<file path="config.mk">
export PLATFORM = sky130hd
export DESIGN_NAME = dnn_cmd_sequencer
export DESIGN_NICKNAME = d
export VERILOG_FILES = /design/src/rtl/dnn_acc_pkg.sv /design/src/rtl/dnn_byte_serializer.sv /design/src/rtl/dnn_cmd_sequencer.sv
export SDC_FILE = /design/constraint.sdc
export NUM_CORES = 1
export LEC_CHECK = 0
export ABC_AREA = 1
export CORE_MARGIN = 2
export CORE_UTILIZATION = 54
export DETAILED_ROUTE_END_ITERATION = 7
export GPL_ROUTABILITY_DRIVEN = 0
export HOLD_SLACK_MARGIN = 0.02
export PLACE_DENSITY = 0.8
export RECOVER_POWER = 100
export SYNTH_ARGS = -nofsm -noshare
export SYNTH_HDL_FRONTEND = slang
export SYNTH_SLANG_ARGS = --single-unit
</file>
<file path="constraint.sdc">
create_clock -name clk -period 2.8 [get_ports clk]
set_input_delay 0.84 -clock clk [delete_from_list [all_inputs] [get_ports clk]]
set_output_delay 0.84 -clock clk [all_outputs]
set_load 0.01 [all_outputs]
</file>
<file path="src/rtl/dnn_acc_pkg.sv">
// Shared definitions for the DNN accelerator command path.
// Holds the header opcode encoding, the sequencer state encoding (also
// exported on state_tap), the run-timeout error code and a helper that
// assembles the status reply byte.
package dnn_acc_pkg;

    // Header byte bits [7:6]
    typedef enum logic [1:0] {
        OP_LOAD_WT  = 2'b00,
        OP_LOAD_DIN = 2'b01,
        OP_RUN      = 2'b10,
        OP_STATUS   = 2'b11
    } opcode_e;

    // Encodings are visible outside the block through state_tap
    typedef enum logic [2:0] {
        ST_IDLE    = 3'd0,
        ST_PAYLOAD = 3'd1,
        ST_SHIFT   = 3'd2,
        ST_LOAD    = 3'd3,
        ST_RUN     = 3'd4,
        ST_CAPTURE = 3'd5,
        ST_TX      = 3'd6
    } state_e;

    // Reply byte sent when the PE array never signals completion
    localparam logic [7:0] ERR_TIMEOUT = 8'hEE;

    function automatic logic [7:0] status_byte(input logic       ovr,
                                               input logic       tmo,
                                               input logic [1:0] pe_sel);
        return {ovr, 3'b000, tmo, 1'b0, pe_sel};
    endfunction

endpackage

</file>
<file path="src/rtl/dnn_byte_serializer.sv">
// Byte-to-bit serializer feeding the PE array scan input.
// Ports:
//   clk, reset : clock, asynchronous active-high reset
//   load, din  : capture a payload byte (takes priority over shift)
//   shift      : shift left one bit this cycle
//   sp_din     : current serial bit, MSB first (a flop output, glitch-free)
//   last       : high during the 8th shift cycle of the current byte
module dnn_byte_serializer (
    input  logic       clk,
    input  logic       reset,
    input  logic       load,
    input  logic [7:0] din,
    input  logic       shift,
    output logic       sp_din,
    output logic       last
);

    logic [7:0] sr;
    logic [2:0] bit_cnt;

    // NOTE: sequential state uses non-blocking assignments so every flop
    // samples the pre-edge values regardless of statement order.
    always_ff @(posedge clk or posedge reset) begin
        if (reset) begin
            sr      <= '0;
            bit_cnt <= '0;
        end else if (load) begin
            sr      <= din;
            bit_cnt <= '0;
        end else if (shift) begin
            // Zeros shift in, so sp_din idles low once a byte is drained
            sr      <= {sr[6:0], 1'b0};
            bit_cnt <= bit_cnt + 3'd1;
        end
    end

    assign sp_din = sr[7];
    assign last   = shift && (bit_cnt == 3'd7);

endmodule

</file>
<file path="src/rtl/dnn_cmd_sequencer.sv">
// UART command sequencer for a small PE array.
// Decodes header bytes (LOAD_WT, LOAD_DIN, RUN, STATUS), serializes payload
// bytes into the array, runs the array with a timeout and replies over UART.
// Ports:
//   clk, reset           : clock, asynchronous active-high reset
//   rx_data, rx_valid    : received byte, valid for one cycle
//   tx_data, tx_start    : reply byte and one-cycle start pulse
//   tx_busy              : transmitter busy, holds off tx_start
//   sel_pe               : PE index from the last header
//   sipo_en, sipo_en2    : weight / data scan enables
//   sp_din               : serial scan bit
//   sp_load, sp_load2    : weight / data parallel-load strobes
//   ps_load              : result capture strobe
//   pe_en                : PE array run enable
//   pe_done, pe_result   : completion pulse and result
//   state_tap            : current state code
//   overrun              : sticky flag, a byte arrived while busy
module dnn_cmd_sequencer
    import dnn_acc_pkg::*;
#(
    parameter int PAYLOAD_BYTES = 2,
    parameter int RUN_TIMEOUT   = 1023
) (
    input  logic       clk,
    input  logic       reset,
    input  logic [7:0] rx_data,
    input  logic       rx_valid,
    output logic [7:0] tx_data,
    output logic       tx_start,
    input  logic       tx_busy,
    output logic [1:0] sel_pe,
    output logic       sipo_en,
    output logic       sipo_en2,
    output logic       sp_din,
    output logic       sp_load,
    output logic       sp_load2,
    output logic       ps_load,
    output logic       pe_en,
    input  logic       pe_done,
    input  logic [7:0] pe_result,
    output logic [2:0] state_tap,
    output logic       overrun
);

    localparam int              RUN_W    = $clog2(RUN_TIMEOUT + 1);
    localparam logic [RUN_W-1:0] RUN_LAST = RUN_W'(RUN_TIMEOUT - 1);
    localparam logic [3:0]      CNT_LAST = 4'(PAYLOAD_BYTES - 1);

    state_e           state_q, state_d;
    opcode_e          op_q, op_d;
    logic [1:0]       sel_d;
    logic [3:0]       byte_cnt_q, byte_cnt_d;
    logic [RUN_W-1:0] run_cnt_q, run_cnt_d;
    logic [7:0]       reply_q, reply_d;
    logic             is_status_q, is_status_d;
    logic             last_timeout_q, last_timeout_d;
    logic             overrun_d;
    logic [7:0]       tx_data_d;
    logic             tx_start_d;
    logic             sipo_en_d, sipo_en2_d, sp_load_d, sp_load2_d;
    logic             ps_load_d, pe_en_d;
    logic             ser_load, ser_last;

    dnn_byte_serializer u_ser (
        .clk    (clk),
        .reset  (reset),
        .load   (ser_load),
        .din    (rx_data),
        .shift  (state_q == ST_SHIFT),
        .sp_din (sp_din),
        .last   (ser_last)
    );

    // NOTE: every signal written here gets a default first, so no path
    // through the case leaves a value unassigned and no latch is inferred.
    always_comb begin
        state_d        = state_q;
        op_d           = op_q;
        sel_d          = sel_pe;
        byte_cnt_d     = byte_cnt_q;
        run_cnt_d      = run_cnt_q;
        reply_d        = reply_q;
        is_status_d    = is_status_q;
        last_timeout_d = last_timeout_q;
        overrun_d      = overrun;
        tx_data_d      = tx_data;
        tx_start_d     = 1'b0;
        ser_load       = 1'b0;

        case (state_q)
            ST_IDLE: begin
                if (rx_valid) begin
                    op_d        = opcode_e'(rx_data[7:6]);
                    sel_d       = rx_data[1:0];
                    byte_cnt_d  = '0;
                    run_cnt_d   = '0;
                    is_status_d = 1'b0;
                    case (opcode_e'(rx_data[7:6]))
                        OP_LOAD_WT, OP_LOAD_DIN: state_d = ST_PAYLOAD;
                        OP_RUN:                  state_d = ST_RUN;
                        OP_STATUS: begin
                            // Status reports the PE index of this header
                            reply_d     = status_byte(overrun, last_timeout_q, rx_data[1:0]);
                            is_status_d = 1'b1;
                            state_d     = ST_TX;
                        end
                        default:                 state_d = ST_IDLE;
                    endcase
                end
            end
            ST_PAYLOAD: begin
                if (rx_valid) begin
                    ser_load = 1'b1;
                    state_d  = ST_SHIFT;
                end
            end
            ST_SHIFT: begin
                if (ser_last) begin
                    if (byte_cnt_q < CNT_LAST) begin
                        byte_cnt_d = byte_cnt_q + 4'd1;
                        state_d    = ST_PAYLOAD;
                    end else begin
                        byte_cnt_d = '0;
                        state_d    = ST_LOAD;
                    end
                end
            end
            ST_LOAD: state_d = ST_IDLE;
            ST_RUN: begin
                // Completion is checked first so it wins on the timeout cycle
                if (pe_done) begin
                    reply_d = pe_result;
                    state_d = ST_CAPTURE;
                end else if (run_cnt_q == RUN_LAST) begin
                    reply_d        = ERR_TIMEOUT;
                    last_timeout_d = 1'b1;
                    state_d        = ST_TX;
                end else begin
                    run_cnt_d = run_cnt_q + 1'b1;
                end
            end
            ST_CAPTURE: state_d = ST_TX;
            ST_TX: begin
                if (!tx_busy) begin
                    tx_data_d  = reply_q;
                    tx_start_d = 1'b1;
                    state_d    = ST_IDLE;
                    if (is_status_q) begin
                        overrun_d      = 1'b0;
                        last_timeout_d = 1'b0;
                    end
                end
            end
            default: state_d = ST_IDLE;
        endcase

        // A byte dropped on the status send cycle must still be recorded,
        // so setting overrun overrides the clear above.
        if (rx_valid && (state_q != ST_IDLE) && (state_q != ST_PAYLOAD))
            overrun_d = 1'b1;

        // Controls are decoded from the next state and registered, so they
        // line up with state_tap and never glitch.
        sipo_en_d  = (state_d == ST_SHIFT) && (op_d == OP_LOAD_WT);
        sipo_en2_d = (state_d == ST_SHIFT) && (op_d == OP_LOAD_DIN);
        sp_load_d  = (state_d == ST_LOAD)  && (op_d == OP_LOAD_WT);
        sp_load2_d = (state_d == ST_LOAD)  && (op_d == OP_LOAD_DIN);
        ps_load_d  = (state_d == ST_CAPTURE);
        pe_en_d    = (state_d == ST_RUN);
    end

    always_ff @(posedge clk or posedge reset) begin
        if (reset) begin
            state_q        <= ST_IDLE;
            op_q           <= OP_LOAD_WT;
            sel_pe         <= '0;
            byte_cnt_q     <= '0;
            run_cnt_q      <= '0;
            reply_q        <= '0;
            is_status_q    <= 1'b0;
            last_timeout_q <= 1'b0;
            overrun        <= 1'b0;
            tx_data        <= '0;
            tx_start       <= 1'b0;
            sipo_en        <= 1'b0;
            sipo_en2       <= 1'b0;
            sp_load        <= 1'b0;
            sp_load2       <= 1'b0;
            ps_load        <= 1'b0;
            pe_en          <= 1'b0;
        end else begin
            state_q        <= state_d;
            op_q           <= op_d;
            sel_pe         <= sel_d;
            byte_cnt_q     <= byte_cnt_d;
            run_cnt_q      <= run_cnt_d;
            reply_q        <= reply_d;
            is_status_q    <= is_status_d;
            last_timeout_q <= last_timeout_d;
            overrun        <= overrun_d;
            tx_data        <= tx_data_d;
            tx_start       <= tx_start_d;
            sipo_en        <= sipo_en_d;
            sipo_en2       <= sipo_en2_d;
            sp_load        <= sp_load_d;
            sp_load2       <= sp_load2_d;
            ps_load        <= ps_load_d;
            pe_en          <= pe_en_d;
        end
    end

    assign state_tap = state_q;

endmodule

</file>
# == Word-level counts from Yosys, hierarchy flattened ==
# Index checks and enable logic that the tools add are counted.
# W data, S select, Z words.
# word_totals
word_cells,115
out_inout_bits,22
ff_bits,58
input_bits,21
# classes
bitwise,1
eq_ne,26
n_mux,40
n_reduce_logical,25
addsub,3
order_cmp,1
# ops
operator,count
$mux W8,6
$mux W10,3
$mux W3,8
$pmux W10 S2,1
$eq A3 B3 Y1 const B,6
$pmux W3 S6,1
$pmux W8 S2,1
$ne A2 B2 Y1 const B,7
$mux W4,3
$reduce_bool A2 Y1,6
$mux W1,11
$add A10 B1 Y10 const B,1
$eq A10 B10 Y1 const B,1
$eq A3 B2 Y1 const B,3
$pmux W3 S3,1
$pmux W4 S2,1
$reduce_and A4 Y1,2
$logic_and A1 B1 Y1,7
$mux W2,3
$reduce_and A3 Y1,2
$reduce_and A5 Y1,1
$add A4 B1 Y4 const B,1
$eq A2 B1 Y1 const B,2
$eq A2 B2 Y1 const B,2
other kinds (13),16

# == Logic depth before layout (Yosys ltp) ==
# logic_depth
depth_word,7
mapped_depth,10
ltp_nobuf,10

# == Modules after synthesis ==
# Synthesis repeated with hierarchy kept, for this count alone.
# hier_totals
hier_cells,323
hier_area_um2,2782.7
# by_module_without_submodules
module,instances,area_each_um2,seq_area_each_um2,cells_per_inst
dnn_cmd_sequencer,1,2250.9,1176.1,262
dnn_byte_serializer,1,531.8,275.3,61

# == Least setup slack after synthesis ==
# No wires, ideal clock.
# synth_timing
path_type,input -> register
startpoint,input port rx_valid
endpoint,register reply_q[3]
setup_ps,118
path_slack_ps,1261
t_required_ps,2682
t_arrival_ps,1421
stages,5
path_buffers,0
cell_sequence,o21a_1 > a21boi_4 > nand2_2 > nand2_1 > nand2_1
# synth_via
elab_chain_len,2
# synth_rtl
item,line,source
"start, declared",dnn_cmd_sequencer.sv:27,"input logic rx_valid,"
$ne A2 B2 Y1 (no source line),-,
$reduce_and A4 Y1 (no source line),-,
"end signal, assigned",dnn_cmd_sequencer.sv:197,reply_q <= reply_d;
"end, declared",dnn_cmd_sequencer.sv:54,"logic [7:0] reply_q, reply_d;"
# No other way between the ends.
# A chain may end at the register's enable or synchronous reset.

# == Worst setup path in the final report ==
# layout_timing
startpoint,register state_q[2] (netlist: state_tap[2])
endpoint,output port state_tap[2]
# layout_rtl
item,line,source
"start, declared",dnn_cmd_sequencer.sv:49,"state_e state_q, state_d;"
"start signal, assigned",dnn_cmd_sequencer.sv:192,state_q <= state_d;
"end, declared",dnn_cmd_sequencer.sv:41,"output logic [2:0] state_tap,"
# No word-level cell between the ends.

==> Implementation_results.wiki <==
{| class="wikitable"
! Metric !! Value
|-
| Outcome || finished, final reports clean
|-
| Maximum clock skew at final layout || 0.00554 ns
|-
| Utilization of the core after routing || 0.680
|-
| Fraction of layout cells with a size suffix above 1 || 0.0668
|-
| Endpoint kind of the worst setup timing path || primary output
|-
| Clock sink count || 58
|-
| Most frequently used cell type in the post-synthesis netlist || sky130_fd_sc_hd__nand2_1
|-
| Primary FF master, synth || sky130_fd_sc_hd__dfrtp_1
|-
| Clock slew at reported path FFs || 0.06 ns
|-
| Number of pins exceeding their max-slew limit in the final report || 0
|-
| DR WL/cell || 12.8 um
|-
| Number of resized instances in the post-cts repair step || 0
|-
| Fraction of synthesized area in multiplexers || 0
|-
| Vias in the first global route || 2,279
|-
| Ports || 43
|-
| Residual DRC || 0
|-
| Post-synth ARST share || 1.00
|-
| Horizontal die dimension || roughly 77 um
|-
| Number of fill cells || between 400 and 500
|-
| Worst rel slew slack || 0.0806
|-
| Ratio of final minimum period to clock period || 0.876
|-
| Count of antenna-violating nets left after detailed routing || 0
|-
| Detailed Route Iter0 Violations || about 120
|-
| Number of optimization iterations in the first detailed-route pass || 4
|-
| Total congestion overflow after global routing || 0
|-
| Setup bufs post-CTS || 0
|-
| Power per cell area || a little over 900 nW/um^2
|-
| Sequential area share after synthesis || 0.510
|-
| VDD IR max || slightly below 0.8 mV
|-
| Worst hold slack || 0.469 ns
|-
| Adder-cell share of the synthesized area || 0.0264
|-
| Setup TNS || 0 ns
|-
| Transition at the pin with the smallest max-transition slack || 1.38 ns
|-
| Avg Vias per Cell || 5.09
|-
| Final hold violation count || 0
|-
| Wire length of the first global-routing pass || between 10,000 and 15,000 um
|-
| CP cell instances || dlygate4sd3_1
|-
| Class of the tightest hold or removal check || register to register
|-
| Global routing usage summed across all routing layers || 0.225
|-
| Number of buffers created by CTS || 9
|-
| Antenna violations before repair || 0
|-
| Area of combinational cells with multiple inputs || 1170 sq um
|-
| WP data required || roughly 2.0 ns
|-
| Leakage Power || 1.80 nW
|-
| Category of the worst setup path launch point || register
|-
| Number of warnings issued by yosys || 0
|-
| Latest clock arrival within the worst-skew pair || ~0.33 ns
|-
| Total vias in the final route || 2,413
|-
| Std cell rows || 26
|-
| Post-detailed-routing wire length || 6050 um
|-
| Half-perimeter wire length of the detailed placement result || 4390 um
|-
| Summed instance area of the synthesized netlist || 2850 sq um
|-
| Total of endpoints with negative setup slack in the final report || 0
|-
| Area of the die || a little under 6000 sq um
|-
| Clock Root Buffer || sky130_fd_sc_hd__clkbuf_8
|-
| Cell types with the highest counts after synthesis || 108 x sky130_fd_sc_hd__nand2_1, 58 x sky130_fd_sc_hd__dfrtp_1, 36 x sky130_fd_sc_hd__inv_1, 36 x sky130_fd_sc_hd__nor2_1, 28 x sky130_fd_sc_hd__nand3_1
|-
| Total power || 3.20 mW
|-
| Peak per-stage delay on the critical path || roughly 0.67 ns
|-
| Number of buffers added on ports || 42
|-
| Gate count after technology mapping || 349
|-
| Post-synthesis xor/xnor area fraction || 0.0154
|-
| RSZ-0062 raised after global routing || false
|-
| Overall die height || between 70 and 80 um
|-
| Simple-gate share of the synthesized area || 0.287
|-
| Net Count, Synth || 376
|-
| Total of max-cap violations || 0
|-
| Number of synthesized register bits || 58
|-
| Library cells used by synthesis || 33
|-
| Share of the synthesized area in the top cell type || 0.510
|-
| Family of cells with the greatest summed delay on the critical path || buffers and inverters
|-
| Arrival time reported for the critical path endpoint || 1.61 ns
|-
| Count of antenna diodes in the layout || 0
|-
| Maximum number of pins on one net before global-route repair || ~60
|-
| Clock tree from TritonCTS || yes
|-
| Area growth from synthesis to layout || 22.0%
|-
| Period minus WS final || roughly 2.5 ns
|-
| Area occupied by registers || 1450 sq um
|-
| Longest Clk Path Bufs || 2
|-
| Slack of the worst reg-to-reg path || about 0.67 ns
|-
| Share of the synthesized area in compound gates (AO/OA/AOI/OAI) || 0.0896
|-
| Mean cell area of the mapped netlist || 8.16 sq um
|-
| Main combinational cell family by area after synthesis || simple AND/OR/NAND/NOR gates
|-
| Critical path fanouts, max || 11
|-
| Starting density of the core || 0.558
|-
| Core Footprint || 5110 sq um
|-
| Number of enable-type register cells in the synthesized netlist || 0
|-
| H-tree depth reported by CTS || 3
|-
| Largest area contributor in the netlist || sky130_fd_sc_hd__dfrtp_1
|-
| Slowest cell on crit path || sky130_fd_sc_hd__dlygate4sd3_1
|-
| Leading post-synthesis cells by cell area || sky130_fd_sc_hd__dfrtp_1 51%, sky130_fd_sc_hd__nand2_1 14%, sky130_fd_sc_hd__nand3_1 4.9%
|-
| Net count, final || 426
|-
| Crit Path Category || register to primary output
|-
| Maximum frequency from static timing analysis || 408 MHz
|-
| Worst Path Buf+Inv || 1
|-
| Hold-fix buffers at CTS || 0
|}
[report_power, final]
group	switching (mW)	internal (mW)	total [mW]
Clock	0.304	0.391	0.695
Sequential	0.170	1.12	1.29
Combinational	0.751	0.463	1.21
Total	1.22	1.97	3.20
[cell families (layout without fill, tap and decap cells)]
logic type	after synthesis	in the layout
fa+ha+maj	6	6
xor+xnor	5	5
compound gates	44	44
flops	58	58
buf+inv	46	101
simple gates	190	190
[state kept, by name (all words and copies together) (netlist names)]
| name | count |
|---|---|
| pe_en | 1 |
| sipo_en | 1 |
| u_ser.bit_cnt | 3 |
| run_cnt_q | 10 |
| sp_load2 | 1 |
| sipo_en2 | 1 |
| state_tap | 3 |
| tx_start | 1 |
| is_status_q | 1 |
| u_ser.sr | 8 |
| last_timeout_q | 1 |
| reply_q | 8 |
| op_q | 2 |
| sel_pe | 2 |
| byte_cnt_q | 4 |
| ps_load | 1 |
| tx_data | 8 |
| sp_load | 1 |
| overrun | 1 |
[worst reg2reg max path, stage by stage (launching register included)]
cell                         delay (ns)
sky130_fd_sc_hd__dfrtp_1           0.53
sky130_fd_sc_hd__inv_2             0.19
sky130_fd_sc_hd__nor2_1            0.08
sky130_fd_sc_hd__inv_1             0.04
sky130_fd_sc_hd__or2_0             0.48
sky130_fd_sc_hd__clkinvlp_2        0.49
sky130_fd_sc_hd__nand2_1           0.14
sky130_fd_sc_hd__nand2_1           0.06
[final timing paths]
| kind | endpoint | depth (start not counted) | startpoint |
|---|---|---|---|
| worst max-delay path | state_tap[2] | 1 | state_tap[2] |
| worst min-delay path | tx_data[0] | 2 | tx_data[0] |
| worst max register to register | tx_data[2] | 7 | state_tap[2] |
| worst min register to register | tx_data[0] | 2 | tx_data[0] |
| max in group asynchronous | u_ser.bit_cnt[1] | 3 | reset |
| min in group asynchronous | ps_load | 3 | reset |
[routing by layer]
metal  global-route usage  vias to the layer above  wire length, um
met1                0.285                     1123             2710
li1                     -                     1211                -
met5                    0                        -                0
met2                0.368                       72             2930
met3               0.0592                        7              324
met4               0.0927                        0               81
[cell usage in the layout, fill, tap and decap left out, types with 2 or more instances in the layout]
master	instances
sky130_fd_sc_hd__o21bai_1	3
sky130_fd_sc_hd__clkdlybuf4s50_1	16
sky130_fd_sc_hd__nor2_1	38
sky130_fd_sc_hd__dlygate4sd3_1	26
sky130_fd_sc_hd__nand4_1	4
sky130_fd_sc_hd__inv_1	36
sky130_fd_sc_hd__o21ai_0	31
sky130_fd_sc_hd__clkinv_2	2
sky130_fd_sc_hd__inv_2	3
sky130_fd_sc_hd__clkbuf_8	12
sky130_fd_sc_hd__nand3_1	28
sky130_fd_sc_hd__or2_0	2
sky130_fd_sc_hd__clkbuf_1	3
sky130_fd_sc_hd__a21oi_1	3
sky130_fd_sc_hd__dfrtp_1	58
sky130_fd_sc_hd__ha_1	6
sky130_fd_sc_hd__nand2_1	109
sky130_fd_sc_hd__nand2_2	3
sky130_fd_sc_hd__xnor2_1	4
[stage by stage]
stage	cells	setup slack (ns)	instance area [sq um]
2_1_floorplan	349	0.532	2850
3_3_place_gp	458	0.381	3340
3_5_place_dp	458	0.297	3340
4_1_cts	474	0.379	3520
5_1_grt	474	0.195	3470
6_report	474	0.347	3470
[area by class of cell]
cell class | count | share of cell area
clock buffer | 14 | 0.0497
clock inverter | 2 | 0.00288
inverter | 41 | 0.0447
multi-input combinational | 245 | 0.336
sequential | 58 | 0.418
tap | 70 | 0.0252
timing repair buffer | 44 | 0.124
No activity file was read; power rests on OpenSTA's default activity.
